[config.mk]
export PLATFORM = sky130hd
export DESIGN_NAME = elevator_call_panel
export DESIGN_NICKNAME = d
export VERILOG_FILES = /design/src/rtl/elevator_call_panel.sv
export SDC_FILE = /design/constraint.sdc
export NUM_CORES = 1
export LEC_CHECK = 0
export CAP_MARGIN = 20
export CORE_MARGIN = 2
export CORE_UTILIZATION = 45
export CTS_BUF_LIST = sky130_fd_sc_hd__clkbuf_8
export DETAILED_ROUTE_END_ITERATION = 8
export GPL_ROUTABILITY_DRIVEN = 0
export PLACE_DENSITY = 0.65
export SYNTH_ARGS = -nofsm -noshare
export SYNTH_HDL_FRONTEND = slang
export SYNTH_SLANG_ARGS = --single-unit
export TNS_END_PERCENT = 100
[constraint.sdc]
create_clock -name clk_i -period 3 [get_ports clk_i]
set_clock_uncertainty 0.1 [all_clocks]
set_input_delay 0.6 -clock clk_i [delete_from_list [all_inputs] [get_ports clk_i]]
set_output_delay 0.6 -clock clk_i [all_outputs]
set_load 0.1 [all_outputs]
[src/rtl/elevator_call_panel.sv]
// elevator_call_panel
// Debounces four floor buttons, latches pending calls with lamp feedback and
// issues one target floor at a time to the elevator controller in
// direction-preserving (collective) order, waiting for arrival on floor_out_i.
// Optional build macro: CALL_PANEL_TIMEOUT_EN adds a DRIVE watchdog that
// abandons an unreachable target and raises the sticky err_o flag.
module elevator_call_panel #(
    parameter int DEBOUNCE_CYCLES  = 4,
    parameter int DOOR_HOLD_CYCLES = 8,
    parameter int TIMEOUT_CYCLES   = 64
) (
    input  logic       clk_i,
    input  logic       rst_ni,
    input  logic [3:0] btn_i,
    input  logic [1:0] floor_out_i,
    output logic [1:0] floor_o,
    output logic       req_valid_o,
    output logic [3:0] btn_led_o,
    output logic       busy_o,
    output logic       err_o
);

    localparam int DB_W = (DEBOUNCE_CYCLES > 1) ? $clog2(DEBOUNCE_CYCLES) : 1;
    localparam logic [DB_W-1:0] DB_LAST = DB_W'(DEBOUNCE_CYCLES - 1);

    localparam int DOOR_W = (DOOR_HOLD_CYCLES > 1) ? $clog2(DOOR_HOLD_CYCLES) : 1;
    localparam logic [DOOR_W-1:0] DOOR_LAST = DOOR_W'(DOOR_HOLD_CYCLES - 1);

    typedef enum logic [1:0] {
        ST_IDLE   = 2'd0,
        ST_SELECT = 2'd1,
        ST_DRIVE  = 2'd2,
        ST_DOOR   = 2'd3
    } state_t;

    state_t            state_q;
    logic [1:0]        floor_q;
    logic              req_valid_q;
    logic              busy_q;
    logic              dir_q;          // 1 = sweeping up, 0 = sweeping down
    logic [DOOR_W-1:0] door_cnt_q;
    logic [3:0]        pending_q;
    logic [3:0]        pending_d;

    logic [3:0]        press_ev;       // one-cycle rising edge of each debounced button
    logic              arrive;
    logic              timeout_hit;
    logic              here_hit;
    logic              door_restart;

    // ------------------------------------------------------------------
    // Button input path: synchronizer + debounce, one instance per floor
    // ------------------------------------------------------------------
    generate
        for (genvar gi = 0; gi < 4; gi++) begin : g_btn
            logic            sync1_q;
            logic            sync2_q;
            logic            level_q;
            logic [DB_W-1:0] cnt_q;
            logic            settle;

            // The level flips on the sample that completes the stable run,
            // so the press event lines up with the edge that updates level_q.
            assign settle       = (sync2_q != level_q) && (cnt_q == DB_LAST);
            assign press_ev[gi] = settle && sync2_q;

            // Two-flop synchronizer followed by a stability counter on the synchronized level
            always_ff @(posedge clk_i or negedge rst_ni) begin
                if (!rst_ni) begin
                    sync1_q <= 1'b0;
                    sync2_q <= 1'b0;
                    level_q <= 1'b0;
                    cnt_q   <= '0;
                end else begin
                    sync1_q <= btn_i[gi];
                    sync2_q <= sync1_q;
                    if (sync2_q == level_q) begin
                        cnt_q <= '0;
                    end else if (settle) begin
                        level_q <= sync2_q;
                        cnt_q   <= '0;
                    end else begin
                        cnt_q <= cnt_q + DB_W'(1);
                    end
                end
            end
        end
    endgenerate

    // ------------------------------------------------------------------
    // Target search relative to the current car position
    // ------------------------------------------------------------------
    logic       up_found;
    logic [1:0] up_idx;
    logic       dn_found;
    logic [1:0] dn_idx;
    logic       sel_found;
    logic [1:0] sel_idx;
    logic       sel_flip;

    // Nearest pending call above (lowest index) and below (highest index) the car
    always_comb begin
        up_found = 1'b0;
        up_idx   = 2'd0;
        dn_found = 1'b0;
        dn_idx   = 2'd0;
        for (int i = 3; i >= 0; i--) begin
            if (pending_q[i] && (2'(i) > floor_out_i)) begin
                up_found = 1'b1;
                up_idx   = 2'(i);
            end
        end
        for (int i = 0; i < 4; i++) begin
            if (pending_q[i] && (2'(i) < floor_out_i)) begin
                dn_found = 1'b1;
                dn_idx   = 2'(i);
            end
        end
    end

    // Keep the sweep direction while it still has work, otherwise reverse
    // and take the nearest call on the other side in the same cycle.
    always_comb begin
        sel_flip  = dir_q ? !up_found : !dn_found;
        sel_found = up_found || dn_found;
        if (dir_q) begin
            sel_idx = up_found ? up_idx : dn_idx;
        end else begin
            sel_idx = dn_found ? dn_idx : up_idx;
        end
    end

    // ------------------------------------------------------------------
    // Pending-call register
    // ------------------------------------------------------------------
    assign arrive       = (state_q == ST_DRIVE) && (floor_out_i == floor_q);
    assign here_hit     = (state_q == ST_SELECT) && pending_q[floor_out_i];
    assign door_restart = (state_q == ST_DOOR) && press_ev[floor_out_i];

    logic [3:0] set_mask;
    logic [3:0] clr_mask;

    // Merge new presses and service clears; a clear on the same edge wins
    always_comb begin
        set_mask = press_ev;
        // The car is already standing at this floor: no call to remember
        if ((state_q == ST_IDLE) || (state_q == ST_DOOR)) begin
            set_mask[floor_out_i] = 1'b0;
        end
        clr_mask = 4'b0000;
        if (here_hit) begin
            clr_mask[floor_out_i] = 1'b1;
        end
        if (arrive || timeout_hit) begin
            clr_mask[floor_q] = 1'b1;
        end
        pending_d = (pending_q | set_mask) & ~clr_mask;
    end

    // Latch calls
    always_ff @(posedge clk_i or negedge rst_ni) begin
        if (!rst_ni) begin
            pending_q <= 4'b0000;
        end else begin
            pending_q <= pending_d;
        end
    end

    // ------------------------------------------------------------------
    // Optional DRIVE watchdog
    // ------------------------------------------------------------------
`ifdef CALL_PANEL_TIMEOUT_EN
    localparam int TO_W = (TIMEOUT_CYCLES > 1) ? $clog2(TIMEOUT_CYCLES) : 1;
    localparam logic [TO_W-1:0] TO_LAST = TO_W'(TIMEOUT_CYCLES - 1);

    logic [TO_W-1:0] drv_cnt_q;
    logic            err_q;

    assign timeout_hit = (state_q == ST_DRIVE) && !arrive && (drv_cnt_q == TO_LAST);
    assign err_o       = err_q;

    // Count cycles spent in DRIVE; a timeout leaves a sticky error behind
    always_ff @(posedge clk_i or negedge rst_ni) begin
        if (!rst_ni) begin
            drv_cnt_q <= '0;
            err_q     <= 1'b0;
        end else begin
            if (state_q == ST_DRIVE) begin
                drv_cnt_q <= drv_cnt_q + TO_W'(1);
            end else begin
                drv_cnt_q <= '0;
            end
            if (timeout_hit) begin
                err_q <= 1'b1;
            end
        end
    end
`else
    // Without the watchdog DRIVE waits for arrival indefinitely
    assign timeout_hit = 1'b0;
    assign err_o       = 1'b0;
`endif

    // ------------------------------------------------------------------
    // Scheduler FSM with registered outputs
    // ------------------------------------------------------------------
    // Sequence IDLE -> SELECT -> DRIVE -> DOOR -> SELECT ...
    always_ff @(posedge clk_i or negedge rst_ni) begin
        if (!rst_ni) begin
            state_q     <= ST_IDLE;
            floor_q     <= 2'd0;
            req_valid_q <= 1'b0;
            busy_q      <= 1'b0;
            dir_q       <= 1'b1;
            door_cnt_q  <= '0;
        end else begin
            case (state_q)
                ST_IDLE: begin
                    if (|pending_q) begin
                        state_q <= ST_SELECT;
                        busy_q  <= 1'b1;
                    end
                end

                ST_SELECT: begin
                    if (pending_q[floor_out_i]) begin
                        // Call at the current floor: just open the door
                        state_q    <= ST_DOOR;
                        door_cnt_q <= '0;
                    end else begin
                        if (sel_flip) begin
                            dir_q <= ~dir_q;
                        end
                        if (sel_found) begin
                            floor_q     <= sel_idx;
                            req_valid_q <= 1'b1;
                            state_q     <= ST_DRIVE;
                        end else begin
                            state_q <= ST_IDLE;
                            busy_q  <= 1'b0;
                        end
                    end
                end

                ST_DRIVE: begin
                    // floor_q is frozen here; new calls wait for the next SELECT
                    if (arrive) begin
                        req_valid_q <= 1'b0;
                        door_cnt_q  <= '0;
                        state_q     <= ST_DOOR;
                    end else if (timeout_hit) begin
                        req_valid_q <= 1'b0;
                        state_q     <= ST_SELECT;
                    end
                end

                ST_DOOR: begin
                    if (door_restart) begin
                        door_cnt_q <= '0;
                    end else if (door_cnt_q == DOOR_LAST) begin
                        state_q <= ST_SELECT;
                    end else begin
                        door_cnt_q <= door_cnt_q + DOOR_W'(1);
                    end
                end

                default: begin
                    state_q     <= ST_IDLE;
                    req_valid_q <= 1'b0;
                    busy_q      <= 1'b0;
                end
            endcase
        end
    end

    assign floor_o     = floor_q;
    assign req_valid_o = req_valid_q;
    assign btn_led_o   = pending_q;
    assign busy_o      = busy_q;

endmodule

[After elaboration in Yosys (flattened, before gate mapping)]
Index checks and enable logic that the tools add are counted.
Operators by class
  order comparisons: 12
  muxes and demuxes: 58
  bitwise gates (word level): 12
  equal/unequal tests: 26
  reduce and logical (&&, ||, !) cells: 40
  add/sub/neg operators: 5
Operators with widths (count)
  $mux W2: 23
  $logic_and A1 B1 Y1: 21
  $mux W1: 20
  $reduce_and A4 Y1: 4
  $eq A2 B2 Y1 const B: 6
  $mux W3: 4
  $mux W4: 3
  $ne A2 B2 Y1 const B: 5
  $pmux W3 S3: 1
  $add A2 B1 Y2 const B: 4
  $and A4 B4 Y4: 2
  $not A4 Y4: 2
  $or A4 B4 Y4: 2
  $pmux W2 S4: 1
  $reduce_and A2 Y1: 4
  $lt A2 B3 Y1 const B: 2
  $ne A2 B1 Y1 const B: 3
  $not A1 Y1: 6
  $reduce_and A3 Y1: 2
  $bmux W1 S2: 2
  $demux W1 S2: 2
  $eq A1 B1 Y1: 4
  $ge A2 B1 Y1 const B: 2
  $gt A1 B2 Y1 const A: 2
  other kinds (16): 26
Storage, ports and cells
  logic and storage cells: 176
  input bits: 8
  register bits after elaboration: 34

[Longest topological paths before layout]
Gate-level depths: netlist of the first run.
  word-level depth: 10
  mapped depth: 7

[Worst setup path after synthesis of the first run]
OpenSTA, ideal clock, no wires.
  path type: register -> register
  from: register pending_q[0] (netlist: btn_led_o[0])
  to: register door_cnt_q[0]
  data arrival time: 2283 ps
  setup time: 125 ps
  cell stages (with the launch flop): 7
  setup slack: 492 ps
  path buffers: 1
  required time: 2775 ps
  clock period less this slack: 2508 ps
  cells stage by stage: dfrtp_1 -> buf_2 -> mux4_2 -> nor2_2 -> or3_4 -> o21bai_4 -> mux2_4
On the way
  longest elaborated chain between the ends: 4
Ends and longest elaborated chain
  start: declaration: RTL line 42  | logic [3:0] pending_q;
  start signal: assignment: RTL line 165  | pending_q <= pending_d;
  $bmux W1 S2: RTL line 226  | if (pending_q[floor_out_i]) begin
  $mux W1 (implied by the code): RTL line 226
  $ne A2 B1 Y1 (no line)
  $reduce_and A4 Y1 (no line)
  end signal: assignment: RTL line 263  | door_cnt_q <= door_cnt_q + DOOR_W'(1);
  end: declaration: RTL line 41  | logic [DOOR_W-1:0] door_cnt_q;
Every way passes these cells. The select of a mux whose other input is x is not followed.
A chain may end at the register's enable or synchronous reset.

[Worst setup path after layout of the first run]
  from: input floor_out_i[1]
  to: register door_cnt_q[0]
On the way
  longest elaborated chain between the ends: 5
  elaborated cells on any way between the ends: 13
Ends and longest elaborated chain
  start: declaration: RTL line 15  | input logic [1:0] floor_out_i,
  $bmux W1 S2: RTL line 138  | assign door_restart = (state_q == ST_DOOR) && press_ev[floor_out_i];
  $mux W1 (implied by the code): RTL line 138
  $logic_and A1 B1 Y1: RTL line 138
  $ne A3 B3 Y1 (no line) / $mux W3 (equally long branches)
  $reduce_and A4 Y1 (no line) / $pmux W3 S3 (equally long branches)
Several ways; a longest one is shown, not always the timed one. The select of a mux whose other input is x is not followed.

==> flow_metrics.py, run 1 <==
metrics = {
    "power": {
        "vdd_drop_max_uv": 376.5,
        "swShare_pct": 46.26,
        "seqPwrFrac_pct": 34.3,
        "p_int_mw": 1.211,
        "p_clk_share_pct": 15.4,
        "power.density_nw_per_um2": 1091,
        "pwr-share-comb_pct": 50.3,
        "p_leak_nw": 0.9105,
        "p_sw_mw": 1.043,
    },
    "logic_synthesis": {
        "syn_avg_cell_area_um2": 10.32,
        "synth_nets": 192,
        "syn_inst": 174,
        "synth-edff-count": 0,
        "synth_area_leaders": "dfrtp_1 46%, ha_1 7.0%, a31oi_1 3.1%, nand2_1 2.9%, xnor2_1 2.9%",
        "ys_seq_area_share_pct": 47.46,
        "ys.flop_type": "dfrtp_1",
        "syn_area_um2": 1795,
        "synth_top_area_share_pct": 45.99,
        "synth_area_leader_cell": "dfrtp_1",
        "synth-async-reset-ratio_pct": 100.0,
        "yosysWarnings": 0,
        "ys_ff_latch": 34,
        "synth.distinct_cells": 44,
    },
    "clock_tree": {
        "postCtsSetupBuffers": 0,
        "cts-root-buf": "clkbuf_8",
        "clk_pin_slew_ps": 70,
        "cts_tree": "built",
        "cts_hold_buf": 0,
        "cts_inserted_buffers": 5,
        "cts_resized": 0,
        "cts.path.max_buffers": 2,
        "htree_levels": 2,
        "clk_latency_ps": 290,
        "clock-sinks": 34,
    },
    "floorplanning": {
        "chipWidth_um": 67.17,
        "pin_count": 17,
        "die_area_um2": 4511,
        "num_rows": 22,
        "start_util_pct": 47.96,
        "fp.coreArea_um2": 3744,
        "die_h_um": 67.17,
    },
    "grt": {
        "grt_first_pass_wirelength_um": 6120,
        "antenna_found_initial": 0,
        "grt_pass1_vias": 1347,
        "grt_overflow": 0,
        "grt_start_max_net_pins": 35,
        "grt.total_usage_pct": 18.40,
    },
    "placement": {
        "portBuffers": 15,
        "pre_cts_slack_ps": 296.2,
        "dp_hpwl_um": 2470,
    },
    "routing": {
        "drc": 0,
        "drt_iter0_drc": 63,
        "via_per_inst": 5.538,
        "detail-route-antenna-nets": 0,
        "wl_per_cell_um": 14.20,
        "via_count": 1329,
        "wirelength_um": 3407,
        "drt_pass1_iterations": 4,
    },
    "timing": {
        "timing.setup.tns_ps": 0,
        "finalCritPeriodShare_pct": 80.05,
        "rsz0062_at_grt": "no",
        "maxSlewViolCount": 0,
        "post-route-min-period_ps": 2401,
        "finalSetupViolCount": 0,
        "worst_slack_ps": 598.5,
        "finalHoldViolCount": 0,
        "fmax_mhz": 416.4,
    },
    "finish": {
        "fin_nets": 209,
        "n_antenna_cell": 0,
        "drive_gt1_share_pct": 15.10,
        "final_cell_mix": "33 x dfrtp_1, 14 x nand2_1, 12 x inv_1, 12 x buf_4",
        "syn_to_final_growth_pct": 15.05,
        "fin_util_pct": 55.18,
        "layout_commonest_cell": "dfrtp_1",
    },
    "min_path": {
        "worst_hold_path_type": "flop to flop",
    },
    "critical_path": {
        "worst_setup_path_start_kind": "primary input",
        "critical_path_peak_fanout": 8,
        "cp.required_ps": 3070,
        "worstPathArrival_ps": 2470,
        "critPathKind": "primary input to flop",
        "crit_path_end_kind": "flop",
    },
    "status": {
        "status": "finished clean",
    },
    "flow_run": {
        "cap_violations": 0,
    },
}
stage by stage:
stage	hold slack [ps]	std cells	cell area [um2]	power, mW
finish	249.5	240	2066	2.254
global route	271.7	240	2066	2.425
CTS	253.4	240	2066	2.275
detailed placement	236.5	232	1971	1.909
global placement	234.4	232	1971	1.875
floorplan	204.4	174	1795	1.662
worst max-delay path, stage by stage:
cell,delay (ps)
clkdlybuf4s50_1,680
mux4_2,320
nor2_2,70
or3_4,350
o21bai_4,190
mux2_4,260
final timing paths:
| kind | from | endpoint | slack (ps) | cells past startpoint |
|---|---|---|---|---|
| min in group asynchronous | rst_ni | g_btn[1].cnt_q[0] | 610 | 2 |
| hold reg to reg | g_btn[0].sync1_q | g_btn[0].sync2_q | 250 | 0 |
| hold / removal | g_btn[0].sync1_q | g_btn[0].sync2_q | 250 | 0 |
| setup / recovery | floor_out_i[1] | door_cnt_q[0] | 600 | 6 |
| max in group asynchronous | rst_ni | dir_q | 1860 | 2 |
| setup reg to reg | btn_led_o[3] | floor_o[1] | 900 | 5 |
flip-flops by register name (all words and copies together), names as in the netlist:
signal,count
g_btn.level_q,4
g_btn.cnt_q,8
state_q,2
btn_led_o,4
floor_o,2
dir_q,1
g_btn.sync2_q,4
busy_o,1
g_btn.sync1_q,4
req_valid_o,1
door_cnt_q,3
metal layers:
layer  global-route usage [%]  wire length [um]  up-vias  share of wire (%)
li1                         -                 -      653                  -
met5                        0                 0        -                  0
met3                    5.000               120        6                3.5
met2                    30.07              1597       22                 47
met1                    23.03              1622      648                 48
met4                    7.653                67        0                2.0
cell families (layout without fill, tap and decap cells):
logic type / count (synthesis) / after routing / synth area share [%]
AOI/OAI and AO/OA: 50 / 50 / 18.61
and+or+nand+nor: 44 / 44 / 13.59
DFF: 34 / 34 / 47.46
buffers and inverters: 22 / 40 / 5.225
adders and majority gates: 10 / 10 / 6.969
muxes: 7 / 7 / 5.017
xor gates and xnor gates: 6 / 6 / 2.927
other: 1 / 1 / 0.2089
power by group through the flow:
stage,Sequential (mW),Clock (mW),Combinational (mW)
CTS,0.767,0.367,1.14
detailed placement,0.777,0,1.13
floorplan,1.01,0,0.653
global placement,0.766,0,1.11
finish,0.774,0.347,1.13
global route,0.795,0.384,1.25
cell usage after synthesis (2+ instances only):
master,count
a211oi_1,3
a21oi_1,10
a22o_1,2
a31oi_1,9
buf_2,3
buf_4,2
clkbuf_1,4
dfrtp_1,33
ha_1,10
inv_1,12
mux2_1,2
mux2i_1,3
nand2_1,14
nand2b_1,4
nand3_1,3
nand4bb_1,2
nor2_1,5
nor2b_1,4
nor3_1,5
o21ai_0,8
o21ai_1,3
o221ai_1,4
o22a_1,2
o31ai_1,2
xnor2_1,6
area by class of cell:
type	count	area (um2)
fillers	350	1678
flip-flops and latches	34	852.1
clock inverters	2	12.51
clock buffers	6	82.58
multi-input cells	118	849.6
well taps	48	60.06
inverters	13	48.80
repair buffers	19	160.2
No activity file was read; power rests on OpenSTA's default activity.
==> run 2: changes to the inputs <==
==> constraint.sdc (replaced) <==
create_clock -name clk_i -period 2.4 [get_ports clk_i]
set_clock_uncertainty 0.1 [all_clocks]
set_input_delay 0.48 -clock clk_i [delete_from_list [all_inputs] [get_ports clk_i]]
set_output_delay 0.48 -clock clk_i [all_outputs]
set_load 0.1 [all_outputs]
==> flow_metrics.py, run 2 (synthesized netlist as in run 1, its figures left out) <==
metrics = {
    "status": {
        "status": "finished clean",
    },
    "critical_path": {
        "cp_cell_sequence": "clkdlybuf4s50_1 > mux4_2 > nor2_2 > nand2_1 > a21oi_2 > mux2_1",
        "critPathSlowestCell": "mux4_2",
        "cp.required_ps": 2460,
        "cpPeakStageDelay_ps": 550,
        "critical_path_peak_fanout": 3,
        "worst_setup_path_start_kind": "primary input",
        "crit_path_end_kind": "flop",
        "critPathKind": "primary input to flop",
        "worstPathArrival_ps": 2260,
    },
    "timing": {
        "rsz0062_at_grt": "no",
        "finalCritPeriodShare_pct": 91.53,
        "maxSlewViolCount": 0,
        "worst_slack_ps": 203.2,
        "fmax_mhz": 455.2,
        "finalSetupViolCount": 0,
        "finalHoldViolCount": 0,
        "post-route-min-period_ps": 2197,
    },
    "floorplanning": {
        "die_area_um2": 4511,
        "num_rows": 22,
        "chipWidth_um": 67.17,
        "pin_count": 17,
        "fp.coreArea_um2": 3744,
        "die_h_um": 67.17,
        "start_util_pct": 47.96,
    },
    "placement": {
        "placed_area_um2": 2047,
        "pre_cts_slack_ps": -93.20,
        "portBuffers": 15,
        "dp_hpwl_um": 2662,
        "dp_cells": 242,
    },
    "clock_tree": {
        "clock-sinks": 34,
        "clk_latency_ps": 290,
        "htree_levels": 2,
        "cts_hold_buf": 0,
        "cts_inserted_buffers": 5,
        "cts_tree": "built",
        "clk_pin_slew_ps": 70,
        "cts_resized": 0,
        "cts.path.max_buffers": 2,
        "cts-root-buf": "clkbuf_8",
        "postCtsSetupBuffers": 0,
    },
    "finish": {
        "final_cell_mix": "32 x dfrtp_1, 22 x buf_4, 14 x nand2_1",
        "design_area_um2": 2138,
        "layout_commonest_cell": "dfrtp_1",
        "largest_reg_flops": 8,
        "fin_nets": 219,
        "fin_util_pct": 57.12,
        "n_antenna_cell": 0,
        "drive_gt1_share_pct": 19.31,
        "syn_to_final_growth_pct": 19.09,
        "largest_register": "g_btn.cnt_q",
        "stdcell_count": 250,
    },
    "power": {
        "vdd_drop_max_uv": 452.8,
        "p_leak_nw": 0.9643,
        "p_clk_share_pct": 15.1,
        "power.density_nw_per_um2": 1339,
        "seqPwrFrac_pct": 32.5,
        "p_sw_mw": 1.306,
        "p_int_mw": 1.558,
        "swShare_pct": 45.59,
        "pwr-share-comb_pct": 52.4,
    },
    "routing": {
        "detail-route-antenna-nets": 0,
        "via_count": 1382,
        "wirelength_um": 3671,
        "drt_iter0_drc": 102,
        "via_per_inst": 5.528,
        "wl_per_cell_um": 14.68,
        "drt_pass1_iterations": 4,
        "drc": 0,
    },
    "grt": {
        "grt_overflow": 0,
        "grt_pass1_vias": 1334,
        "busiest_layer": "met2",
        "grt_first_pass_wirelength_um": 6113,
        "use_met3_pct": 4.667,
        "met1_usage_pct": 22.84,
        "antenna_found_initial": 0,
        "use_met2_pct": 30.32,
        "grt.total_usage_pct": 18.41,
        "grt_start_max_net_pins": 35,
    },
    "flow_run": {
        "cap_violations": 0,
    },
    "min_path": {
        "worst_hold_path_type": "flop to flop",
    },
}
## run 2: cell types whose count changed in the layout (fill, tap and decap cells not counted), sizes merged
cell,previous run,this run
buf,12,22
clkinvlp,1,0
inv,13,14
## run 2: path summary, 6_finish.rpt
kind	end	slack [ps]	cells after the start	startpoint
setup / recovery	floor_o[0]	200	6	floor_out_i[0]
hold / removal	g_btn[3].sync2_q	250	0	g_btn[3].sync1_q
setup reg to reg	floor_o[0]	410	5	btn_led_o[1]
hold reg to reg	g_btn[3].sync2_q	250	0	g_btn[3].sync1_q
max in group asynchronous	dir_q	1380	2	rst_ni
min in group asynchronous	door_cnt_q[0]	490	2	rst_ni
## run 2: layout make-up
class,count,area (um2)
clock buffer,6,82.58
clock inverter,2,8.758
fill,330,1605
inverter,13,48.80
multi-input combinational,118,849.6
sequential,34,853.3
tap,48,60.06
timing repair buffer,29,235.2
## run 2: through the flow
step,TNS (ps),total power [mW],hold WS (ps)
3_5_place_dp,-220.3,2.439,237.9
3_3_place_gp,-64.10,2.396,235.1
5_1_grt,0,3.054,257.1
4_1_cts,0,2.879,253.5
6_report,0,2.864,250.4
2_1_floorplan,0,2.078,84.41
## run 2: worst max-delay path, delay by kind of cell
kind	cells	cell delay [ps]
simple gates	2	230
buf+inv	1	520
compound gates	1	150
mux	2	890
## run 2: per-layer routing
layer  share of wire, %  vias to the layer above
met5                  0                        -
met4                2.4                        0
met3                4.0                       10
met2                 48                       34
met1                 45                      662
li1                   -                      676
## run 2: power by group through the flow
stage | combinational [mW] | sequential (mW) | clock, mW
floorplan | 0.817 | 1.26 | 0
global placement | 1.47 | 0.923 | 0
detailed placement | 1.50 | 0.939 | 0
CTS | 1.51 | 0.929 | 0.441
global route | 1.63 | 0.955 | 0.471
finish | 1.50 | 0.930 | 0.432
==> run 3: changes to the inputs <==
--- a/config.mk
+++ b/config.mk
@@ -9,9 +9,11 @@
 export CORE_MARGIN = 2
 export CORE_UTILIZATION = 45
 export CTS_BUF_LIST = sky130_fd_sc_hd__clkbuf_8
+export CTS_CLUSTER_DIAMETER = 80
 export DETAILED_ROUTE_END_ITERATION = 8
 export GPL_ROUTABILITY_DRIVEN = 0
 export PLACE_DENSITY = 0.65
+export RECOVER_POWER = 50
 export SYNTH_ARGS = -nofsm -noshare
 export SYNTH_HDL_FRONTEND = slang
 export SYNTH_SLANG_ARGS = --single-unit
==> flow_metrics.py, run 3 (synthesized netlist as in run 1, its figures left out) <==
metrics = {
    "finish": {
        "layout_commonest_cell": "dfrtp_1",
        "drive_gt1_share_pct": 19.31,
        "final_cell_mix": "32 x dfrtp_1, 21 x buf_4, 14 x nand2_1",
        "fin_nets": 219,
        "largest_register": "g_btn.cnt_q",
        "n_antenna_cell": 0,
        "largest_reg_flops": 8,
        "stdcell_count": 250,
        "fill_cells": 331,
        "syn_to_final_growth_pct": 18.95,
    },
    "routing": {
        "drt_pass1_iterations": 4,
        "wl_per_cell_um": 14.78,
        "via_per_inst": 5.576,
        "detail-route-antenna-nets": 0,
        "drc": 0,
        "wirelength_um": 3696,
        "via_count": 1394,
        "drt_iter0_drc": 102,
    },
    "timing": {
        "worstMarginPinSlew_ps": 813.1,
        "post-route-min-period_ps": 2198,
        "fmax_mhz": 455.0,
        "finalCritPeriodShare_pct": 91.59,
        "finalSetupViolCount": 0,
        "finalHoldViolCount": 0,
        "rsz0062_at_grt": "no",
        "maxSlewViolCount": 0,
        "relSlewSlack_pct": 45.80,
    },
    "critical_path": {
        "cpLargestDelayFamily": "multiplexers",
        "critical_path_peak_fanout": 3,
        "cp.depth": 6,
        "critPathKind": "primary input to flop",
        "worstPathArrival_ps": 2260,
        "crit_path_end_kind": "flop",
        "reg2reg_depth": 5,
        "cp_cell_sequence": "clkdlybuf4s50_1 > mux4_2 > nor2_2 > nand2_1 > a21oi_2 > mux2_1",
        "critPathSlowestCell": "mux4_2",
        "crit_start": "floor_out_i[0]",
        "cpPeakStageDelay_ps": 550,
        "rr_startpoint": "btn_led_o[1]",
        "cp.required_ps": 2470,
        "crit_buf_inv": 1,
        "worst_setup_path_start_kind": "primary input",
    },
    "grt": {
        "grt_overflow": 0,
        "antenna_found_initial": 0,
        "grt.total_usage_pct": 18.41,
        "grt_pass1_vias": 1334,
        "grt_first_pass_wirelength_um": 6113,
        "grt_start_max_net_pins": 35,
    },
    "flow_run": {
        "cap_violations": 0,
    },
    "placement": {
        "portBuffers": 15,
        "dp_cells": 242,
        "dp_hpwl_um": 2662,
    },
    "clock_tree": {
        "htree_levels": 2,
        "cts_hold_buf": 0,
        "clk_pin_slew_ps": 70,
        "cts_resized": 0,
        "cts.path.max_buffers": 2,
        "clock-sinks": 34,
        "cts_inserted_buffers": 5,
        "cts_tree": "built",
        "postCtsSetupBuffers": 0,
        "cts-root-buf": "clkbuf_8",
        "clk_latency_ps": 290,
    },
    "power": {
        "pwr-share-comb_pct": 52.5,
        "swShare_pct": 45.65,
        "power.density_nw_per_um2": 1340,
        "p_sw_mw": 1.307,
        "power_mw": 2.863,
        "seqPwrFrac_pct": 32.5,
        "p_int_mw": 1.556,
        "p_clk_share_pct": 15.1,
        "vdd_drop_max_uv": 451.0,
        "p_leak_nw": 0.9650,
    },
    "floorplanning": {
        "die_area_um2": 4511,
        "num_rows": 22,
        "chipWidth_um": 67.17,
        "pin_count": 17,
        "die_h_um": 67.17,
        "fp.coreArea_um2": 3744,
        "start_util_pct": 47.96,
    },
    "min_path": {
        "hp-start": "g_btn[3].sync1_q",
        "min_path_cells": 0,
        "worst_hold_path_type": "flop to flop",
    },
    "status": {
        "status": "finished clean",
    },
}
-- run 3: power groups by stage --
stage               registers, mW  clock network [mW]  logic, mW
detailed placement          0.939                   0       1.50
CTS                         0.929               0.441       1.51
finish                      0.929               0.431       1.50
floorplan                    1.26                   0      0.817
global route                0.955               0.471       1.63
global placement            0.923                   0       1.47
-- run 3: area by class of cell --
cell class	count	area [um2]	area share, %
sequential	34	853.3	39.95
tap	48	60.06	2.812
clock inverter	2	8.758	0.4101
inverter	13	48.80	2.285
clock buffer	6	82.58	3.866
multi-input combinational	118	849.6	39.78
timing repair buffer	29	232.7	10.90
-- run 3: metrics by stage --
stage / hold WS [ps] / setup TNS, ps / worst slack (ps) / area (um2) / utilization [%]
detailed placement: 237.9 / -220.3 / -93.20 / 2047 / 54.68
CTS: 253.5 / 0 / 204.0 / 2138 / 57.12
global placement: 235.1 / -64.10 / -25.78 / 2047 / 54.68
floorplan: 84.41 / 0 / 14.27 / 1797 / -
global route: 257.1 / 0 / 139.0 / 2136 / 57.05
finish: 250.2 / 0 / 202.0 / 2136 / 57.05
-- run 3: routing by layer --
metal	wire length, um	global-route usage (%)	share of wire (%)
met1	1653	22.84	45
met2	1797	30.32	49
met4	103	8.163	2.8
met3	142	4.667	3.8
met5	0	0	0
-- run 3: final timing paths --
| kind | end | slack [ps] |
|---|---|---|
| hold reg to reg | g_btn[3].sync2_q | 250 |
| max in group asynchronous | btn_led_o[0] | 930 |
| setup reg to reg | floor_o[0] | 410 |
| setup / recovery | floor_o[0] | 200 |
| min in group asynchronous | door_cnt_q[0] | 710 |
| hold / removal | g_btn[3].sync2_q | 250 |
